### src/rtl/id_ex_stage.sv
// id_ex_stage: ID/EX pipeline register with load-use hazard detection,
// branch flush and global hold, plus saturating stall/flush event counters.
//
// Ports:
//   clk, rst (sync, active-high), hold (freeze), flush_EX (squash entry)
//   *_ID      : decoded instruction fields from ID (uses_rs*_ID not registered)
//   *_IDEX    : registered copies of the ID fields (all zero = bubble)
//   PCWrite, IFIDWrite : combinational enables for PC and IF/ID
//   load_use_stall     : a load-use bubble is being inserted this cycle
//   stall_cnt, flush_cnt : saturating event counters
module id_ex_stage (
  input  logic        clk,
  input  logic        rst,
  input  logic        hold,
  input  logic        flush_EX,
  input  logic        valid_ID,
  input  logic [31:0] pc_ID,
  input  logic [31:0] rs1_data_ID,
  input  logic [31:0] rs2_data_ID,
  input  logic [31:0] imm_ID,
  input  logic [4:0]  rs1_ID,
  input  logic [4:0]  rs2_ID,
  input  logic [4:0]  rd_ID,
  input  logic        uses_rs1_ID,
  input  logic        uses_rs2_ID,
  input  logic        RegWrite_ID,
  input  logic        MemRead_ID,
  input  logic        MemWrite_ID,
  input  logic        MemToReg_ID,
  input  logic        ALUSrc_ID,
  input  logic        Branch_ID,
  input  logic [3:0]  ALUCtrl_ID,
  output logic        valid_IDEX,
  output logic [31:0] pc_IDEX,
  output logic [31:0] rs1_data_IDEX,
  output logic [31:0] rs2_data_IDEX,
  output logic [31:0] imm_IDEX,
  output logic [4:0]  rs1_IDEX,
  output logic [4:0]  rs2_IDEX,
  output logic [4:0]  rd_IDEX,
  output logic        RegWrite_IDEX,
  output logic        MemRead_IDEX,
  output logic        MemWrite_IDEX,
  output logic        MemToReg_IDEX,
  output logic        ALUSrc_IDEX,
  output logic        Branch_IDEX,
  output logic [3:0]  ALUCtrl_IDEX,
  output logic        PCWrite,
  output logic        IFIDWrite,
  output logic        load_use_stall,
  output logic [15:0] stall_cnt,
  output logic [15:0] flush_cnt
);

  typedef struct packed {
    logic        valid;
    logic [31:0] pc;
    logic [31:0] rs1_data;
    logic [31:0] rs2_data;
    logic [31:0] imm;
    logic [4:0]  rs1;
    logic [4:0]  rs2;
    logic [4:0]  rd;
    logic        reg_write;
    logic        mem_read;
    logic        mem_write;
    logic        mem_to_reg;
    logic        alu_src;
    logic        branch;
    logic [3:0]  alu_ctrl;
  } idex_t;

  idex_t       id_in;
  idex_t       idex_q, idex_d;
  logic [15:0] stall_cnt_q, stall_cnt_d;
  logic [15:0] flush_cnt_q, flush_cnt_d;
  logic        load_use;

  assign id_in = {valid_ID, pc_ID, rs1_data_ID, rs2_data_ID, imm_ID,
                  rs1_ID, rs2_ID, rd_ID, RegWrite_ID, MemRead_ID,
                  MemWrite_ID, MemToReg_ID, ALUSrc_ID, Branch_ID, ALUCtrl_ID};

  // A load in EX whose destination is read by the valid instruction in ID.
  // x0 is never a real dependency.
  always_comb begin
    load_use = idex_q.valid & idex_q.mem_read & (idex_q.rd != 5'd0) & valid_ID &
               ((uses_rs1_ID & (rs1_ID == idex_q.rd)) |
                (uses_rs2_ID & (rs2_ID == idex_q.rd)));
    // A flush already squashes the dependent path; hold freezes everything.
    load_use_stall = load_use & ~hold & ~flush_EX;
    PCWrite        = ~(hold | load_use_stall);
    IFIDWrite      = ~(hold | load_use_stall);
  end

  always_comb begin
    idex_d      = idex_q;
    stall_cnt_d = stall_cnt_q;
    flush_cnt_d = flush_cnt_q;
    if (hold) begin
      idex_d = idex_q;
    end else if (flush_EX) begin
      idex_d      = '0;
      flush_cnt_d = (flush_cnt_q == 16'hFFFF) ? flush_cnt_q : flush_cnt_q + 16'd1;
    end else if (load_use_stall) begin
      idex_d      = '0;
      stall_cnt_d = (stall_cnt_q == 16'hFFFF) ? stall_cnt_q : stall_cnt_q + 16'd1;
    end else begin
      idex_d = id_in;
    end
  end

  always_ff @(posedge clk) begin
    if (rst) begin
      idex_q      <= '0;
      stall_cnt_q <= '0;
      flush_cnt_q <= '0;
    end else begin
      idex_q      <= idex_d;
      stall_cnt_q <= stall_cnt_d;
      flush_cnt_q <= flush_cnt_d;
    end
  end

  assign valid_IDEX    = idex_q.valid;
  assign pc_IDEX       = idex_q.pc;
  assign rs1_data_IDEX = idex_q.rs1_data;
  assign rs2_data_IDEX = idex_q.rs2_data;
  assign imm_IDEX      = idex_q.imm;
  assign rs1_IDEX      = idex_q.rs1;
  assign rs2_IDEX      = idex_q.rs2;
  assign rd_IDEX       = idex_q.rd;
  assign RegWrite_IDEX = idex_q.reg_write;
  assign MemRead_IDEX  = idex_q.mem_read;
  assign MemWrite_IDEX = idex_q.mem_write;
  assign MemToReg_IDEX = idex_q.mem_to_reg;
  assign ALUSrc_IDEX   = idex_q.alu_src;
  assign Branch_IDEX   = idex_q.branch;
  assign ALUCtrl_IDEX  = idex_q.alu_ctrl;
  assign stall_cnt     = stall_cnt_q;
  assign flush_cnt     = flush_cnt_q;

endmodule

### config.mk
export PLATFORM = sky130hd
export DESIGN_NAME = id_ex_stage
export DESIGN_NICKNAME = d
export VERILOG_FILES = /design/src/rtl/id_ex_stage.sv
export SDC_FILE = /design/constraint.sdc
export NUM_CORES = 1
export LEC_CHECK = 0
export CORE_MARGIN = 5
export CORE_UTILIZATION = 40
export CTS_BUF_LIST = sky130_fd_sc_hd__clkbuf_4 sky130_fd_sc_hd__clkbuf_8 sky130_fd_sc_hd__clkbuf_16
export CTS_CLUSTER_DIAMETER = 40
export DETAILED_ROUTE_END_ITERATION = 10
export DONT_BUFFER_PORTS = 1
export GPL_ROUTABILITY_DRIVEN = 0
export PLACE_DENSITY_LB_ADDON = 0.1
export SYNTH_ARGS = -nofsm -noshare
export SYNTH_HDL_FRONTEND = slang
export SYNTH_SLANG_ARGS = --single-unit
### constraint.sdc
create_clock -name clk -period 3.3 [get_ports clk]
set_clock_uncertainty 0.05 [all_clocks]
set_input_delay 0 -clock clk [delete_from_list [all_inputs] [get_ports clk]]
set_output_delay 0 -clock clk [all_outputs]
set_load 0.03 [all_outputs]
==> impl_metrics.tcl, run 1 <==
set metrics [dict create \
    holdBufCountCts 155 \
    synth-edff-count 0 \
    haltStage "clock tree synthesis" \
    fraction_of_the_mapped_netlist_area_in_compound_gates_pct 25.5 \
    synth_mux_area_share_pct 0.334 \
    status "did not finish" \
    dieWidth_um 136 \
    syn_avg_cell_area_um2 11.4 \
    yosys.area_share.xor_xnor_pct 3.30 \
    synth_top_family_by_area "compound AO/OA/AOI/OAI gates" \
    cts-root-buf "clkbuf_16" \
    firstError "[ERROR RSZ-0060] Max buffer count reached." \
    cts.htree.levels 4 \
    io-pin-count 349 \
    yosys.cell_count.top_type "dfxtp_1" \
    dominantRegCellSynth "dfxtp_1" \
    clock_sinks 186 \
    postSynthNetCount 721 \
    post_cts_resize_count 0 \
    portBuffers 0 \
    synth_unique_cells 42 \
    ys_seq_elements 186 \
    synth_simple_gate_area_share_pct 8.89 \
    start_util_pct 40.3 \
    synth.top_cells.by_count "186 x dfxtp_1, 153 x a22o_1, 36 x clkbuf_1, 22 x xnor2_1, 19 x nor2_1" \
    yosysSeqAreaShare_pct 58.5 \
    dpl_cell_area_um2 6570 \
    synth.yosys.warnings 0 \
    cts.repair_timing.setup_buffer_count 0 \
    synth.area.top_cells "dfxtp_1 59%, a22o_1 21%, xnor2_1 3.0%" \
    synthArstFlopShare_pct 0 \
    die_height_um 136 \
    row_count 46 \
    post_placement_setup_slack_ps 626 \
    yosys.area.top_type_share_pct 58.5 \
    tritoncts_buffers 17 \
    cells_after_synth 559 \
    cts.path.max_buffers 2 \
    adder_cell_fraction_of_synth_area_pct 0.393 \
    synth_largest_area_cell "dfxtp_1" \
    syn_area_um2 6360 \
    hpwl_um 13200 \
]
-- per-stage QoR --
stage,hold slack (ps),cells
floorplan,75.7,559
global placement,25.7,741
detailed placement,25.7,741
-- kinds of logic after synthesis --
logic type               Yosys count
flip-flops                       186
AO/OA/AOI/OAI                    195
AND/OR/NAND/NOR                  102
buffers and inverters             48
multiplexers                       2
adder cells (fa/ha/maj)            2
XOR/XNOR                          24
==> run 2, diff against run 1 <==
Settings changed: CORE_UTILIZATION 40 to 25, CTS_BUF_LIST sky130_fd_sc_hd__clkbuf_4 sky130_fd_sc_hd__clkbuf_8 sky130_fd_sc_hd__clkbuf_16 to unset, CTS_CLUSTER_DIAMETER 40 to unset, PLACE_DENSITY_LB_ADDON 0.1 to 0.15.
==> impl_metrics.tcl, run 2 <==
set metrics [dict create \
    start_util_pct 25.3 \
    tightestPinTransition_ps 1150 \
    yosysSeqAreaShare_pct 58.5 \
    cts-root-buf "clkbuf_16" \
    cp_cell_sequence "nand4b_1 -> dlygate4sd3_1 -> a211oi_2 -> buf_4 -> and2_1 -> nor2_1 -> buf_4" \
    synth_top_family_by_area "compound AO/OA/AOI/OAI gates" \
    synthArstFlopShare_pct 0 \
    min_period_over_period_pct 96.4 \
    max_freq_mhz 314 \
    gr-total-overflow 0 \
    worst-endpoint-arrival_ps 3130 \
    timing_hold_violations_final 0 \
    synth_largest_area_cell "dfxtp_1" \
    drt-pass1-iter-count 4 \
    p_per_area_nw_per_um2 556 \
    die-area_um2 28700 \
    grt_setup_unrepaired "no" \
    portBuffers 0 \
    holdBufCountCts 162 \
    number_of_max_slew_violations_in_the_final_report 0 \
    nets 869 \
    cp_data_required_time_ps 3250 \
    cts.htree.levels 4 \
    synth.area.top_cells "dfxtp_1 59%, a22o_1 21%, xnor2_1 3.0%" \
    cp-start-kind "flop" \
    avgViaCountPerCell 4.99 \
    hpwl_um 14000 \
    ant_nets 0 \
    crit_top_cell "buf_4" \
    grt_antenna_before_repair 3 \
    yosys.area.top_type_share_pct 58.5 \
    row_count 58 \
    most_common_cell_after_layout_fill_and_taps_aside "dfxtp_1" \
    layout.cells.most_common_list "186 x dfxtp_1, 161 x dlygate4sd3_1, 153 x a22o_1" \
    fin_setup_tns_ps 0 \
    adder_cell_fraction_of_synth_area_pct 0.393 \
    critical_path.n_buffers_inverters 3 \
    syn_avg_cell_area_um2 11.4 \
    layoutNonFillerInstCount 1052 \
    leakagePower_nw 3.32 \
    ys_seq_elements 186 \
    placed_cells_incl_taps 856 \
    crit_family "buffers and inverters" \
    timing.final.setup_violations 0 \
    area_growth_syn_to_layout_pct 40.5 \
    critPathMaxFanout 7 \
    yosys.cell_count.top_type "dfxtp_1" \
    status "finished, final reports clean" \
    final.min_clock_period_ps 3180 \
    wl_um 21000 \
    synth_unique_cells 42 \
    synth.yosys.warnings 0 \
    tritoncts_buffers 17 \
    synth-edff-count 0 \
    via_count 5246 \
    drt_iter0_drc 206 \
    die_height_um 170 \
    dominantRegCellSynth "dfxtp_1" \
    post_cts_resize_count 0 \
    min-delay-path-class "primary input to flop" \
    grt_pass1_vias 5465 \
    area_of_the_placeable_core_um2 25100 \
    synth_simple_gate_area_share_pct 8.89 \
    worst_setup_hold_path_clk_slew_ps 70 \
    postSynthNetCount 721 \
    cts.path.max_buffers 2 \
    cells_after_synth 559 \
    fraction_of_final_layout_cells_sized_beyond_drive_strength_1_pct 6.94 \
    io-pin-count 349 \
    synth.top_cells.by_count "186 x dfxtp_1, 153 x a22o_1, 36 x clkbuf_1, 22 x xnor2_1, 19 x nor2_1" \
    slew_headroom_pct 23.2 \
    post_placement_setup_slack_ps 600 \
    first_pass_grt_wire_length_um 31300 \
    critical-path-slowest-cell "dlygate4sd3_1" \
    syn_area_um2 6360 \
    timing.critical_path.slowest_cell_delay_ps 630 \
    clk_latency_ps 420 \
    max-cap-violations 0 \
    drcViolationCount 0 \
    cts.repair_timing.setup_buffer_count 0 \
    fraction_of_the_mapped_netlist_area_in_compound_gates_pct 25.5 \
    critical_setup_path_kind "flop to output pin" \
    grt_max_degree 109 \
    tritoncts_clock_tree "built" \
    crit_path_end_kind "output pin" \
    synth_mux_area_share_pct 0.334 \
    clock_sinks 186 \
    dieWidth_um 170 \
    power.ir.vdd_worst_v 0.000273 \
    yosys.area_share.xor_xnor_pct 3.30 \
    routedWlPerCell_um 19.9 \
    fin_ws_ps 118 \
    globalRouteTotalUtil_pct 13.6 \
]
[run 2: cell counts after synthesis]
No cell type changed its count.
[run 2: cell families after synthesis]
kind of cell,after synthesis
simple gates,102
mux,2
xor+xnor,24
fa+ha+maj,2
buf+inv,48
flops,186
compound gates,195
[run 2: per-stage QoR]
stage	hold slack, ps	total power, mW	instance area (µm²)	utilization (%)
after global routing	29.2	5.17	8940	35.6
after detailed placement	26.8	2.74	6690	26.7
final	20.2	4.97	8940	35.6
after floorplan	75.7	2.70	6360	-
after CTS	4.96	5.05	8940	35.6
after global placement	25.4	2.74	6690	26.7
[run 2: power by group]
group / internal, mW / switching, mW
Sequential: 2.32 / 0.209
Clock: 1.10 / 1.00
Combinational: 0.201 / 0.137
[run 2: final timing paths]
path / start / end / slack (ps) / cells past startpoint
hold / removal: uses_rs1_ID / stall_cnt[1] / 20 / 4
setup reg to reg: valid_IDEX / imm_IDEX[5] / 270 / 7
setup / recovery: valid_IDEX / IFIDWrite / 120 / 7
hold reg to reg: MemRead_IDEX / MemRead_IDEX / 600 / 2
[run 2: per-layer routing]
layer | share of wire, % | vias up | wire [µm] | global-route usage [%]
li1 | - | 2436 | - | -
met1 | 38 | 2533 | 8020 | 14.8
met2 | 51 | 238 | 10600 | 23.9
met3 | 8.7 | 39 | 1820 | 5.43
met4 | 2.5 | 0 | 532 | 4.87
met5 | 0 | - | 0 | 0
[run 2: worst reg2reg max path: cells and delay by family, from the launching register on]
kind                   cells  cell delay [ps]
buffers and inverters      3             1230
AOI/OAI and AO/OA          3              920
DFF                        1              540
and+or+nand+nor            1              180
[run 2: area by class of cell]
type	count	area [µm²]
flip-flops and latches	186	3720
clock buffers	18	429
well taps	330	413
clock inverters	14	183
multi-input cells	325	2450
inverters	2	7.51
fillers	2510	16200
repair buffers	175	1730
diodes	2	5.00
Note: power is estimated with default switching activity, not from simulation.
